File: src/rtl/mem_bist_ctrl.sv
// mem_bist_ctrl -- march-style BIST sequencer for a single-port synchronous RAM.
//
// Each run has four phases:
//   1. Clear:           write 0 to every address.
//   2. Read back:       read every address and expect 0.
//   3. Pattern write:   write each address with its own value.
//   4. Read back:       read every address and expect the address value.
// Every read is scored against its expected value, and mismatches are counted.
// All outputs are registered.
//
// Optional feature: defining MEM_BIST_ERRLOG_EN adds o_fail_addr/o_fail_data.
// These ports capture the address and returned data of the first mismatch in a run.
//
// Ports
//   i_clk        clock; all state changes on the rising edge
//   i_rst        asynchronous active-high reset
//   i_start      run request, honoured only in IDLE
//   i_data_out   registered read data from the memory (valid one cycle after o_read)
//   o_read       memory read strobe
//   o_write      memory write strobe
//   o_addr       memory address
//   o_data_in    memory write data
//   o_busy       run in progress (start-accept edge until DONE)
//   o_done       one-cycle completion pulse
//   o_pass       result, valid from o_done until the next accepted start
//   o_err_cnt    mismatching reads in the current run (saturating)
//   o_fail_addr  (MEM_BIST_ERRLOG_EN) address of first mismatch
//   o_fail_data  (MEM_BIST_ERRLOG_EN) data returned at first mismatch
//
// state    | meaning
// ---------+-------------------------------------------------------
// S_IDLE   | waiting for i_start
// S_CLR_WR | write 0 to every address, ascending
// S_CLR_RD | read every address, then one drain cycle; expect 0
// S_PAT_WR | write the address value to every address, ascending
// S_PAT_RD | read every address, then one drain cycle; expect address
// S_DONE   | one cycle: o_done pulses, o_pass is loaded

module mem_bist_ctrl #(
    parameter int ADDR_W = 5,
    parameter int DATA_W = 8
) (
    input  logic              i_clk,
    input  logic              i_rst,
    input  logic              i_start,
    input  logic [DATA_W-1:0] i_data_out,
    output logic              o_read,
    output logic              o_write,
    output logic [ADDR_W-1:0] o_addr,
    output logic [DATA_W-1:0] o_data_in,
    output logic              o_busy,
    output logic              o_done,
    output logic              o_pass,
`ifdef MEM_BIST_ERRLOG_EN
    output logic [ADDR_W-1:0] o_fail_addr,
    output logic [DATA_W-1:0] o_fail_data,
`endif
    output logic [ADDR_W+1:0] o_err_cnt
);

    typedef enum logic [2:0] {
        S_IDLE, S_CLR_WR, S_CLR_RD, S_PAT_WR, S_PAT_RD, S_DONE
    } state_t;

    localparam logic [ADDR_W-1:0] ADDR_MAX = '1;
    localparam logic [ADDR_W+1:0] ERR_MAX  = '1;

    state_t              r_state;
    state_t              w_state_nxt;
    logic [ADDR_W-1:0]   r_addr;
    logic [ADDR_W-1:0]   w_addr_nxt;
    logic                r_drain;
    logic                w_drain_nxt;
    logic                w_accept;
    logic                r_read;
    logic                r_write;
    logic [DATA_W-1:0]   r_data_in;
    logic                r_busy;
    logic                r_done;
    logic                r_pass;
    logic [ADDR_W+1:0]   r_err;
    logic [ADDR_W+1:0]   w_err_nxt;
    // The memory answers one cycle after the strobe.
    // These registers carry the read's expectation forward, so it lines up with i_data_out.
    logic                r_rd_d1;
    logic [DATA_W-1:0]   r_exp_d1;
    logic                w_cmp_fail;

    always_comb begin
        w_state_nxt = r_state;
        w_addr_nxt  = r_addr;
        w_drain_nxt = r_drain;
        w_accept    = 1'b0;
        case (r_state)
            S_IDLE: begin
                if (i_start) begin
                    w_state_nxt = S_CLR_WR;
                    w_addr_nxt  = '0;
                    w_drain_nxt = 1'b0;
                    w_accept    = 1'b1;
                end
            end
            S_CLR_WR, S_PAT_WR: begin
                if (r_addr == ADDR_MAX) begin
                    w_state_nxt = (r_state == S_CLR_WR) ? S_CLR_RD : S_PAT_RD;
                    w_addr_nxt  = '0;
                end else begin
                    w_addr_nxt = r_addr + ADDR_W'(1);
                end
            end
            S_CLR_RD, S_PAT_RD: begin
                if (r_drain) begin
                    w_state_nxt = (r_state == S_CLR_RD) ? S_PAT_WR : S_DONE;
                    w_drain_nxt = 1'b0;
                    w_addr_nxt  = '0;
                end else if (r_addr == ADDR_MAX) begin
                    w_drain_nxt = 1'b1;
                    w_addr_nxt  = '0;
                end else begin
                    w_addr_nxt = r_addr + ADDR_W'(1);
                end
            end
            S_DONE:  w_state_nxt = S_IDLE;
            default: w_state_nxt = S_IDLE;
        endcase
    end

    // Case inequality, so that X/Z returned by the memory in simulation counts as a failure.
    assign w_cmp_fail = r_rd_d1 && (i_data_out !== r_exp_d1);

    always_comb begin
        w_err_nxt = r_err;
        if (w_accept) begin
            w_err_nxt = '0;
        end else if (w_cmp_fail && (r_err != ERR_MAX)) begin
            w_err_nxt = r_err + (ADDR_W+2)'(1);
        end
    end

    always_ff @(posedge i_clk or posedge i_rst) begin
        if (i_rst) begin
            r_state   <= S_IDLE;
            r_addr    <= '0;
            r_drain   <= 1'b0;
            r_read    <= 1'b0;
            r_write   <= 1'b0;
            r_data_in <= '0;
            r_busy    <= 1'b0;
            r_done    <= 1'b0;
            r_pass    <= 1'b0;
            r_err     <= '0;
            r_rd_d1   <= 1'b0;
            r_exp_d1  <= '0;
        end else begin
            r_state   <= w_state_nxt;
            r_addr    <= w_addr_nxt;
            r_drain   <= w_drain_nxt;
            r_write   <= (w_state_nxt == S_CLR_WR) || (w_state_nxt == S_PAT_WR);
            r_read    <= ((w_state_nxt == S_CLR_RD) || (w_state_nxt == S_PAT_RD)) && !w_drain_nxt;
            r_data_in <= (w_state_nxt == S_PAT_WR) ? DATA_W'(w_addr_nxt) : '0;
            r_busy    <= (w_state_nxt != S_IDLE) && (w_state_nxt != S_DONE);
            r_done    <= (w_state_nxt == S_DONE);
            r_err     <= w_err_nxt;
            r_rd_d1   <= r_read;
            r_exp_d1  <= (r_state == S_PAT_RD) ? DATA_W'(r_addr) : '0;
            // The last read is scored on the same edge that enters DONE.
            // The pass decision therefore uses the updated count.
            if (w_accept) begin
                r_pass <= 1'b0;
            end else if (w_state_nxt == S_DONE) begin
                r_pass <= (w_err_nxt == '0);
            end
        end
    end

`ifdef MEM_BIST_ERRLOG_EN
    logic [ADDR_W-1:0] r_addr_d1;
    logic [ADDR_W-1:0] r_fail_addr;
    logic [DATA_W-1:0] r_fail_data;

    always_ff @(posedge i_clk or posedge i_rst) begin
        if (i_rst) begin
            r_addr_d1   <= '0;
            r_fail_addr <= '0;
            r_fail_data <= '0;
        end else begin
            r_addr_d1 <= r_addr;
            if (w_accept) begin
                r_fail_addr <= '0;
                r_fail_data <= '0;
            end else if (w_cmp_fail && (r_err == '0)) begin
                r_fail_addr <= r_addr_d1;
                r_fail_data <= i_data_out;
            end
        end
    end

    assign o_fail_addr = r_fail_addr;
    assign o_fail_data = r_fail_data;
`endif

    assign o_read    = r_read;
    assign o_write   = r_write;
    assign o_addr    = r_addr;
    assign o_data_in = r_data_in;
    assign o_busy    = r_busy;
    assign o_done    = r_done;
    assign o_pass    = r_pass;
    assign o_err_cnt = r_err;

endmodule

File: config.mk
export PLATFORM = sky130hd
export DESIGN_NAME = mem_bist_ctrl
export DESIGN_NICKNAME = d
export VERILOG_FILES = /design/src/rtl/mem_bist_ctrl.sv
export SDC_FILE = /design/constraint.sdc
export NUM_CORES = 1
export LEC_CHECK = 0
export CAP_MARGIN = 15
export CORE_AREA = 2 2 48 95
export CTS_BUF_LIST = sky130_fd_sc_hd__clkbuf_2 sky130_fd_sc_hd__clkbuf_4 sky130_fd_sc_hd__clkbuf_8
export CTS_CLUSTER_SIZE = 16
export DETAILED_ROUTE_END_ITERATION = 6
export DIE_AREA = 0 0 50 97
export GPL_ROUTABILITY_DRIVEN = 0
export PLACE_DENSITY_LB_ADDON = 0.15
export REMOVE_ABC_BUFFERS = 1
export SYNTH_ARGS = -nofsm -noshare
export SYNTH_HDL_FRONTEND = slang
export SYNTH_SLANG_ARGS = --single-unit
File: constraint.sdc
create_clock -name i_clk -period 5.4 [get_ports i_clk]
set_input_delay 1.35 -clock i_clk [delete_from_list [all_inputs] [get_ports i_clk]]
set_output_delay 1.35 -clock i_clk [all_outputs]
set_load 0.01 [all_outputs]
After elaboration in Yosys (flattened, before gate mapping):

Cells that the tools add are included.
W data, S select, Z words.

* register bits: 32
* input bits: 11
* logic and storage cells: 62

* add/sub/neg operators: 2
* equal/unequal tests: 13
* muxes and demuxes: 22
* reduce and logical (&&, ||, !) cells: 13

Operators by type and width (number)
* $mux W5: 5
* $mux W3: 5
* $pmux W5 S3: 1
* $mux W7: 2
* $eq A3 B2 Y1 const B: 4
* $eq A3 B3 Y1 const B: 3
* $pmux W3 S3: 1
* $nex A8 B5 Y1: 1
* $add A7 B1 Y7 const B: 1
* $logic_not A7 Y1: 1
* $mux W1: 7
* $ne A7 B7 Y1 const B: 1
* $eq A3 B1 Y1 const B: 2
* $add A5 B1 Y5 const B: 1
* $eq A5 B5 Y1 const B: 1
* $logic_and A1 B1 Y1: 4
* $reduce_or A2 Y1: 2
* $logic_not A3 Y1: 1
* $ne A3 B3 Y1 const B: 1
* $reduce_bool A3 Y1: 1
* $logic_or A1 B1 Y1: 2
* $pmux W1 S2: 1
* $reduce_bool A2 Y1: 1
* $logic_not A1 Y1: 1

Logic depth before layout (Yosys ltp):

* word-level depth: 8
* depth in mapped cells: 8
* mapped depth without buffers: 8

Worst setup path after synthesis:

OpenSTA, ideal clock, no wires.

* path type: input to register
* start point: input i_data_out[5]
* end point: register r_pass (netlist: o_pass)
* arrival: 2513 ps
* setup slack: 2795 ps
* cell stages on the path: 6
* buffers on the path: 1
* path through: nor3_2 -> and4_1 -> buf_4 -> a21oi_1 -> a2111o_1 -> o31ai_2

* cells in the longest elaborated chain, start to end: 8

Ends and longest elaborated chain
* start, declared: line 46 `input logic [DATA_W-1:0] i_data_out,`
* $nex A8 B5 Y1: line 129 `assign w_cmp_fail = r_rd_d1 && (i_data_out !== r_exp_d1);`
* $logic_and A1 B1 Y1: line 129
* $logic_and A1 B1 Y1: line 135 `end else if (w_cmp_fail && (r_err != ERR_MAX)) begin`
* $mux W7: line 135
* $mux W7: line 133 `if (w_accept) begin`
* $logic_not A7 Y1: line 171 `r_pass <= (w_err_nxt == '0);`
* $mux W1: line 170 `end else if (w_state_nxt == S_DONE) begin`
* $mux W1: line 168 `if (w_accept) begin`
* end signal, assigned: line 171
* end, declared: line 80 `logic r_pass;`

Every way passes these cells. The select of a mux whose other input is x is not followed.
A chain may end at the register's enable or synchronous reset.

Worst setup path in the final report:

* start point: input i_data_out[4]
* end point: register r_pass (netlist: o_pass)

Same word-level chain as after synthesis.

==> summary.txt <==
Finish
  • Antenna Diode Count: 0
  • Most frequent cells in the layout: clkdlybuf4s50_1, dfrtp_1, nor2_1
  • # nets final: between 200 and 250
  • Area delta synth->final: 22.8%
  • Fraction of layout cells with a size suffix above 1: 0.0817
  • Final Instance Area: ~2200 um2
  • Post-route core utilization: 0.536

Logic synthesis
  • Yosys warns: 0
  • Top post-synthesis cells by area: dfrtp_1, xnor2_1, a21oi_1
  • Post-synth top flop: dfrtp_1
  • Mapped cell area: around 1800 um2
  • Synth cell types: 47
  • Cells after Synth: 177
  • Fraction of registers with async set/reset: 1.00
  • Seq/Total Area, Yosys: 0.448
  • Seq cells post-synth: 32
  • Avg Synthesized Cell Area: 10.1 um2
  • EDFF count, synth: 0
  • Synth area leader: dfrtp_1
  • Top cell type's share of synthesized area: 0.448

CTS
  • TritonCTS clock tree: built
  • H-tree depth: 2
  • Post_cts resized: 0
  • Num CTS Buffers: 5
  • Post-CTS setup buffers: 0
  • Worst skew pair latency: roughly 0.28 ns
  • Hold Buf Count CTS: 0
  • Clk buf depth: 2
  • Clk sink count: 32
  • Root Buffer: clkbuf_8
  • Clk slew on worst S/H paths: approximately 0.070 ns

Power
  • Power density over the cells: ~450 nW/um2
  • Peak supply drop: about 0.29 mV
  • Total power: 979 uW
  • Leakage: roughly 0.00096 uW

STA
  • Setup TNS: 0 ns
  • Worst rel slew slack: 0.616
  • Final hold violation count: 0
  • Final Max Tran Viols: 0
  • Worst Max-Slew Pin Slew: ~0.57 ns
  • Max Fclk: 333 MHz
  • Setup violators final: 0
  • Worst Clk Skew: a little over 0.006 ns
  • Fin worst setup slack: around 2.4 ns
  • Crit share post-route: 0.555
  • Min Tclk post-route: between 2 and 3 ns
  • RSZ-0062 raised after global routing: no

Routing
  • # DRC: 0
  • Iter 0 DRT Violations: 21
  • Routed Wire Length: 3910 um
  • DR vias: between 1000 and 1500
  • Post-DRT Antenna Nets: 0
  • DR vias/cell: 5.51
  • Pre-antenna DRT Iters: 5
  • Detailed-route wire length per cell: between 15 and 20 um

Floorplanning
  • Initial Utilization: 0.437
  • Num rows: 33
  • Die footprint: ~4900 um2
  • Core area: about 4100 um2
  • I/O Pins: 36
  • Die height: around 97 um
  • Die Span X: roughly 50 um

Placement
  • Place WS: 2.09 ns
  • Placed inst area: approximately 2100 um2
  • Dpl hpwl: between 2000 and 3000 um
  • Port bufs: 32

Critical path
  • Critical path startpoint category: input port
  • CP endpoint kind: flip-flop
  • CP required: 5.59 ns
  • CP Data Arrival Time: 3.19 ns
  • Crit Path Class: input port to flip-flop
  • CP max FO: 10

GRT
  • First-pass GRT wire length: approximately 6700 um
  • GR Overflow Total: 0
  • Antenna violations before repair: 0
  • Vias in the first global route: around 1500
  • GRT Total Usage: 0.177
  • Largest net degree at the start of global routing: 33

Flow run
  • Number of max-cap violations: 0

Run status
  • Status: complete, no violations

Min path
  • HP Class: flip-flop to flip-flop
==> cell families (layout without fill, tap and decap cells) <==
group	after synthesis	count (layout)	share of synthesized area
other	1	3	0.00210
DFF	32	32	0.448
adders and majority gates	4	4	0.0280
AOI/OAI and AO/OA	45	45	0.186
muxes	1	1	0.00631
buffers and inverters	19	48	0.0631
and+or+nand+nor	62	62	0.203
xor gates and xnor gates	13	13	0.0638
==> layout make-up <==
cell class / instances / area (um2)
clock inverters: 2 / 10.0
repair buffers: 33 / 328
well taps: 52 / 65.1
fillers: 380 / 1900
flip-flops and latches: 32 / 801
clock buffers: 6 / 82.6
inverters: 7 / 26.3
multi-input cells: 128 / 880
==> through the flow <==
step | std cells | hold WS, ns
5_1_grt | 260 | 0.388
3_3_place_gp | 252 | 0.357
4_1_cts | 260 | 0.378
3_5_place_dp | 252 | 0.362
6_report | 260 | 0.375
2_1_floorplan | 167 | 0.416
==> metal layers <==
metal	share of wire	track usage	up-vias
met5	0	0	-
met4	0.023	0.103	0
met3	0.028	0.0324	10
met2	0.59	0.329	45
met1	0.36	0.169	696
li1	-	-	682
==> where the power goes <==
part           switching, uW  internal (uW)
registers               95.2            307
clock network           85.5            102
logic                    179            211
total                    360            619
==> path summary, 6_finish.rpt <==
check | end | cells past startpoint | slack [ns] | start
worst max-delay path | o_pass | 6 | 2.40 | i_data_out[4]
worst min-delay path | r_rd_d1 | 0 | 0.38 | o_read
worst max register to register | o_pass | 7 | 3.24 | o_addr[0]
worst min register to register | r_rd_d1 | 0 | 0.38 | o_read
max in group asynchronous | r_state[1] | 3 | 3.66 | i_rst
min in group asynchronous | o_data_in[4] | 3 | 1.45 | i_rst
==> cells in the mapped netlist, types with 3 or more instances <==
cell      count
or2_1         3
a211oi_1      5
a211o_1       4
buf_4         5
a21oi_1      10
ha_1          4
dfrtp_1      32
o21ai_0       7
and3_1        6
nand2_1      11
inv_1         7
nor2b_1       5
xor2_1        5
nor2_1       13
xnor2_1       8
buf_6         3
and2_1        6
clkbuf_1      4
==> sequential cells by signal (all words and copies together) (netlist names) <==
name,count
o_data_in,5
o_write,1
o_pass,1
r_rd_d1,1
r_state,3
o_read,1
r_exp_d1,5
r_drain,1
o_err_cnt,7
o_addr,5
o_done,1
o_busy,1
==> worst max-delay path, cell delays in order <==
cell and delay (ns):
clkdlybuf4s50_1 0.49, xnor2_1 0.14, and4_1 0.43, a21oi_1 0.11, a2111o_1 0.43, o31ai_2 0.23
(Power assumes the default switching activity.)
